**config.mk**
```make
export PLATFORM = sky130hd
export DESIGN_NAME = bsg_loopback_traffic_node
export DESIGN_NICKNAME = d
export VERILOG_FILES = /design/src/rtl/bsg_loopback_node_pkg.sv /design/src/rtl/bsg_lfsr.sv /design/src/rtl/bsg_loopback_node_gen.sv /design/src/rtl/bsg_two_fifo.sv /design/src/rtl/bsg_loopback_traffic_node.sv
export SDC_FILE = /design/constraint.sdc
export NUM_CORES = 1
export LEC_CHECK = 0
export CAP_MARGIN = 0
export CORE_MARGIN = 2
export CORE_UTILIZATION = 54
export DETAILED_ROUTE_END_ITERATION = 6
export HOLD_SLACK_MARGIN = 0.05
export PLACE_DENSITY = 0.84
export SYNTH_ARGS = -nofsm -noshare
export SYNTH_HDL_FRONTEND = slang
export SYNTH_SLANG_ARGS = --single-unit
export TNS_END_PERCENT = 50
```
**constraint.sdc**
```tcl
create_clock -name clk_i -period 5.1 [get_ports clk_i]
set_input_delay 1.02 -clock clk_i [delete_from_list [all_inputs] [get_ports clk_i]]
set_output_delay 1.02 -clock clk_i [all_outputs]
set_load 0.01 [all_outputs]
```
**src/rtl/bsg_loopback_node_pkg.sv**
```systemverilog
// Shared types and constants for the loopback traffic node: pattern mode,
// sequence width and backpressure LFSR tap masks.
package bsg_loopback_node_pkg;

  typedef enum logic {
    e_lb_counter     = 1'b0,
    e_lb_walking_one = 1'b1
  } lb_mode_e;

  localparam int unsigned lb_seq_width_lp = 32;

  // Right-shifting Galois tap masks; the fallback only needs a set MSB to stay nonzero.
  function automatic logic [63:0] lb_lfsr_taps(input int unsigned width);
    case (width)
      8:       return 64'h0000_0000_0000_00B8;
      16:      return 64'h0000_0000_0000_B400;
      24:      return 64'h0000_0000_00E1_0000;
      32:      return 64'h0000_0000_A300_0000;
      default: return (64'd1 << (width - 1)) | 64'd1;
    endcase
  endfunction

endpackage

```
**src/rtl/bsg_lfsr.sv**
```systemverilog
// Free-running Galois LFSR seeded with 1; only the LSB is exported as a stall coin.
module bsg_lfsr
  import bsg_loopback_node_pkg::*;
#(
  parameter int unsigned width_p = 16
) (
  input  logic clk_i,
  input  logic reset_i,
  output logic lsb_o
);

  localparam logic [width_p-1:0] taps_lp = width_p'(lb_lfsr_taps(width_p));

  logic [width_p-1:0] r_state;

  always_ff @(posedge clk_i) begin
    if (reset_i) r_state <= width_p'(1);
    else         r_state <= (r_state >> 1) ^ (r_state[0] ? taps_lp : '0);
  end

  assign lsb_o = r_state[0];

endmodule

```
**src/rtl/bsg_loopback_node_gen.sv**
```systemverilog
// Combinational packet pattern generator: channel c of packet s carries
// (s+c) mod 2^cw (counter) or 1 << ((s+c) mod cw) (walking one).
module bsg_loopback_node_gen
  import bsg_loopback_node_pkg::*;
#(
  parameter int unsigned num_channels_p  = 8,
  parameter int unsigned channel_width_p = 8
) (
  input  logic [lb_seq_width_lp-1:0]                seq_i,
  input  lb_mode_e                                  mode_i,
  output logic [num_channels_p*channel_width_p-1:0] data_o
);

  for (genvar c = 0; c < num_channels_p; c++) begin : g_chan
    logic [lb_seq_width_lp-1:0] w_sum;
    logic [lb_seq_width_lp-1:0] w_bit;

    assign w_sum = seq_i + lb_seq_width_lp'(c);
    assign w_bit = w_sum % lb_seq_width_lp'(channel_width_p);
    assign data_o[c*channel_width_p +: channel_width_p] =
      (mode_i == e_lb_counter) ? w_sum[channel_width_p-1:0]
                               : (channel_width_p'(1) << w_bit);
  end

endmodule

```
**src/rtl/bsg_two_fifo.sv**
```systemverilog
// Two-entry FIFO; v_i is the enqueue strobe (caller gates it with ready_o),
// yumi_i the dequeue strobe (caller gates it with v_o).
module bsg_two_fifo #(
  parameter int unsigned width_p = 8
) (
  input  logic               clk_i,
  input  logic               reset_i,
  input  logic [width_p-1:0] data_i,
  input  logic               v_i,
  output logic               ready_o,
  output logic               v_o,
  output logic [width_p-1:0] data_o,
  input  logic               yumi_i
);

  logic [width_p-1:0] r_mem [2];
  logic               r_wptr;
  logic               r_rptr;
  logic [1:0]         r_count;

  assign ready_o = (r_count != 2'd2);
  assign v_o     = (r_count != 2'd0);
  assign data_o  = r_mem[r_rptr];

  always_ff @(posedge clk_i) begin
    if (v_i) r_mem[r_wptr] <= data_i;
  end

  always_ff @(posedge clk_i) begin
    if (reset_i) begin
      r_wptr  <= 1'b0;
      r_rptr  <= 1'b0;
      r_count <= 2'd0;
    end else begin
      if (v_i)    r_wptr <= ~r_wptr;
      if (yumi_i) r_rptr <= ~r_rptr;
      r_count <= r_count + 2'(v_i) - 2'(yumi_i);
    end
  end

endmodule

```
**src/rtl/bsg_loopback_traffic_node.sv**
```systemverilog
// Loopback traffic node: master generates, bounds and checks patterned packets;
// client echoes inbound packets through a two-entry buffer.
module bsg_loopback_traffic_node
  import bsg_loopback_node_pkg::*;
#(
  parameter int unsigned num_channels_p    = 8,
  parameter int unsigned channel_width_p   = 8,
  parameter int unsigned is_client_node_p  = 0,
  parameter int unsigned max_outstanding_p = 16,
  parameter int unsigned lfsr_width_p      = 16
) (
  input  logic                                      clk_i,
  input  logic                                      reset_i,
  input  logic                                      en_i,
  input  logic                                      mode_i,
  input  logic                                      rand_stall_i,
  input  logic                                      v_i,
  input  logic [num_channels_p*channel_width_p-1:0] data_i,
  output logic                                      ready_o,
  output logic                                      v_o,
  output logic [num_channels_p*channel_width_p-1:0] data_o,
  input  logic                                      ready_i,
  output logic                                      error_o,
  output logic [31:0]                               sent_o,
  output logic [31:0]                               received_o,
  output logic                                      done_o
);

  localparam int unsigned W = num_channels_p * channel_width_p;

  logic         w_stall_bit, w_stall;
  logic         w_v, w_ready, w_send, w_recv, w_error, w_done;
  logic [W-1:0] w_data;
  logic [31:0]  r_sent, r_received;

  bsg_lfsr #(.width_p(lfsr_width_p)) stall_lfsr (
    .clk_i   (clk_i),
    .reset_i (reset_i),
    .lsb_o   (w_stall_bit)
  );

  assign w_stall    = rand_stall_i & w_stall_bit;
  // Handshake outputs are forced low during reset so nothing escapes mid-reset.
  assign v_o        = ~reset_i & w_v;
  assign ready_o    = ~reset_i & w_ready;
  assign data_o     = w_data;
  assign error_o    = w_error;
  assign done_o     = w_done;
  assign sent_o     = r_sent;
  assign received_o = r_received;
  assign w_send     = v_o & ready_i;
  assign w_recv     = v_i & ready_o;

  always_ff @(posedge clk_i) begin
    if (reset_i) begin
      r_sent     <= '0;
      r_received <= '0;
    end else begin
      if (w_send) r_sent     <= r_sent + 32'd1;
      if (w_recv) r_received <= r_received + 32'd1;
    end
  end

  if (is_client_node_p != 0) begin : g_client
    logic w_fifo_ready;

    bsg_two_fifo #(.width_p(W)) echo_fifo (
      .clk_i   (clk_i),
      .reset_i (reset_i),
      .data_i  (data_i),
      .v_i     (w_recv),
      .ready_o (w_fifo_ready),
      .v_o     (w_v),
      .data_o  (w_data),
      .yumi_i  (w_send)
    );

    assign w_ready = w_fifo_ready & ~w_stall;
    assign w_error = 1'b0;
    assign w_done  = ~w_v;
  end else begin : g_master
    localparam int unsigned out_w_lp = $clog2(max_outstanding_p + 1);

    logic [out_w_lp-1:0] r_outstanding;
    lb_mode_e            r_mode;
    logic                r_held, r_error;
    logic [W-1:0]        w_expect;
    logic                w_empty;

    bsg_loopback_node_gen #(
      .num_channels_p  (num_channels_p),
      .channel_width_p (channel_width_p)
    ) tx_gen (
      .seq_i  (r_sent),
      .mode_i (r_mode),
      .data_o (w_data)
    );

    bsg_loopback_node_gen #(
      .num_channels_p  (num_channels_p),
      .channel_width_p (channel_width_p)
    ) rx_gen (
      .seq_i  (r_received),
      .mode_i (r_mode),
      .data_o (w_expect)
    );

    assign w_empty = (r_outstanding == '0);
    assign w_v     = (en_i & (r_outstanding < out_w_lp'(max_outstanding_p))) | r_held;
    assign w_ready = ~w_stall;
    assign w_error = r_error;
    assign w_done  = ~en_i & w_empty;

    always_ff @(posedge clk_i) begin
      if (reset_i) begin
        r_outstanding <= '0;
        r_mode        <= e_lb_counter;
        r_held        <= 1'b0;
        r_error       <= 1'b0;
      end else begin
        r_held <= v_o & ~ready_i;
        if (w_send & ~w_recv)
          r_outstanding <= r_outstanding + out_w_lp'(1);
        else if (w_recv & ~w_send & ~w_empty)
          r_outstanding <= r_outstanding - out_w_lp'(1);
        if (w_recv & (w_empty | (data_i != w_expect)))
          r_error <= 1'b1;
        // A held first packet leaves outstanding at 0; keep mode so data_o stays stable.
        if (~en_i & w_empty & ~r_held)
          r_mode <= lb_mode_e'(mode_i);
      end
    end
  end

endmodule
```
==> metrics.txt <==
Worst Tran Pin Value=1.068 ns; layout overhead on the synthesized area=31.34%; cell type with the largest total area after synthesis=dfxtp_1; CP Capture Type=output port; most frequent cell after synthesis=nor2_1; first-pass GRT wire length=38,520 um; Synth Warn #=0; Setup violations, final=0; Adder-Cell Fraction of Synth Area=6.679%; Hold WC Path Type=register to register; Fin. Hold Viols=0; Initial DRC Count=719; dominant cells by area after synthesis=dfxtp_1 24%, xnor2_1 11%, xor2_1 8.4%; Worst Clk Skew=0.009575 ns; Rel. slew slack=28.72%; total of max-cap violations=0; postcts setup bufs=0; clk root buf=clkbuf_16; drt wl/cell=18.33 um; cts hold-fix bufs=0; RSZ-0062 raised after global routing=no; I/O pins=203; DP HPWL=17,740 um; sequential share of the synthesized area=23.75%; largest net degree at the start of global routing=87; final worst path period need=4.143 ns; n_diodes=0; Max Fclk=0.2413 GHz; # resized after CTS=0; Synth Area in Compound Gates=16.78%; clk buf depth=2; Crit path arrival time=3.12 ns; clock buffer count from CTS=9; run status=finished, final reports clean; synth cell count leaders=106 x nor2_1, 103 x nand2_1, 92 x xnor2_1, 88 x dfxtp_1, 88 x o21ai_0; Tot Pwr=0.002078 W; routed wl met3=2301 um; total grt overflow=0; Post-synth EDFFs=0; vias in the first global route=7,419; multiplexer share of the synthesized area=1.636%; Synth Cell Area=7418 um2; gpl congestion=0.9845; FP Rows=42; fillers=1,143; core footprint=13,350 um2; met2 routed WL=11,150 um; Post-synth ARST share=0%; total negative slack=0 ns; post-synthesis xor/xnor area fraction=19.46%; Syn Area/Cell=7.411 um2; Peak VDD IR=0.0002513 V; remaining routing DRC violations=0; Vias/cell=5.957; CTS tree=done; overall die height=121.2 um; uppermost layer routed=met4; die area=14,690 um2; WS Path Type=register to output port; initial antenna violation count=0; post-route ant nets=0; synthesized flop and latch total=88; Top FF cell, synth=dfxtp_1; crit path max fanout=81; Starting Density=55.58%; Max Slew Vio Count=0; Synth cell types=70; PortBufs=202; Leak=3.452 nW; crit start category=register; CP required=4.08 ns; drt pass-1 iters=5; Total Wirelength=24,520 um; fin nets=1,267; Pwr Density=213.2 nW/um2; Post-Synth Simple-Gate Area=26.65%; Hold WS=0.4277 ns; layout cells sized above 1=3.959%; worst skew pair latency=0.34 ns; die width=121.2 um; top cell type's share of synthesized area=23.75%; clock sink count=88; largest family of logic cells by synthesized area=simple AND/OR/NAND/NOR gates; Worst-path clk slew=0.06 ns; post-route clock period utilization=81.24%; wl on met1=10,120 um; Syn Nets=1,111; GRT Overall Usage=32.62%; vias post-DR=7,970; Post-Syn Instances=1,001; # H-tree levels=3
-- layer usage --
layer | up-vias | global-route usage [%]
li1 | 3786 | -
met2 | 420 | 52.49
met4 | 0 | 12.79
met3 | 72 | 7.049
met1 | 3692 | 42.60
met5 | - | 0
-- cells in the final DEF, fill, tap and decap left out, types with 8 or more instances in the layout --
cell type and instances:
o22ai_1 20, clkbuf_16 9, mux2i_1 11, nor2_1 106
xnor2_1 92, and3_1 11, clkdlybuf4s50_1 201, xor2_1 71
dfxtp_1 87, o21ai_0 88, nor3_1 19, a21oi_1 48
nor2b_1 20, or3_1 16, o31ai_1 8, nand4_1 18
nand3_1 62, ha_1 38, inv_1 19, nand2_1 103
-- logic make-up (layout without fill, tap and decap cells) --
kind of cell               count (synthesis)  after routing
muxes                                     12             12
DFF                                       88             88
adders and majority gates                 39             39
xor gates and xnor gates                 164            164
buffers and inverters                     88            249
AOI/OAI and AO/OA                        209            209
and+or+nand+nor                          401            401
-- path summary, 6_finish.rpt --
check,end,slack [ns],cells after the start,start
worst max-delay path,data_o[55],0.96,6,g_master.r_mode
worst min-delay path,stall_lfsr.r_state[0],0.43,1,stall_lfsr.r_state[1]
worst max register to register,error_o,1.28,11,received_o[0]
worst min register to register,stall_lfsr.r_state[0],0.43,1,stall_lfsr.r_state[1]
-- area by class of cell --
type	instances	area, um2	share of cell area, %
multi-input combinational	825	5283	54.22
timing repair buffer	209	2069	21.24
sequential	88	1765	18.12
clock buffer	10	239.0	2.453
tap	176	220.2	2.260
inverter	24	92.59	0.9503
clock inverter	6	73.82	0.7577
-- sequential cells by signal, indices dropped and copies added (netlist names) --
register and flops:
received_o 32, sent_o 32, g_master.r_outstanding 5, error_o 1
g_master.r_held 1, stall_lfsr.r_state 16, g_master.r_mode 1
-- power breakdown --
part           leakage (nW)  internal, W  switching [W]
registers             0.713     0.000708      0.0000541
logic                  2.58     0.000300       0.000337
clock network         0.154     0.000399       0.000280
total                  3.45      0.00141       0.000671
-- critical path, stage by stage (launching register included) --
cell and delay, ns:
dfxtp_4 0.77, clkinv_1 0.81, nand2_1 0.33, o21ai_0 0.13
o31ai_1 0.09, o21ai_0 0.12, clkdlybuf4s50_1 0.50
-- per-stage QoR --
step / utilization [%] / cells / instance area (um2) / worst slack, ns
after global routing: 72.99 / 1338 / 9743 / 0.7838
after global placement: 70.65 / 1322 / 9430 / 1.293
after detailed placement: 70.65 / 1322 / 9430 / 1.232
after CTS: 72.99 / 1338 / 9743 / 1.033
final: 72.99 / 1338 / 9743 / 0.9566
after floorplan: - / 1001 / 7418 / 1.731
Power figures use the tool's default switching activity.
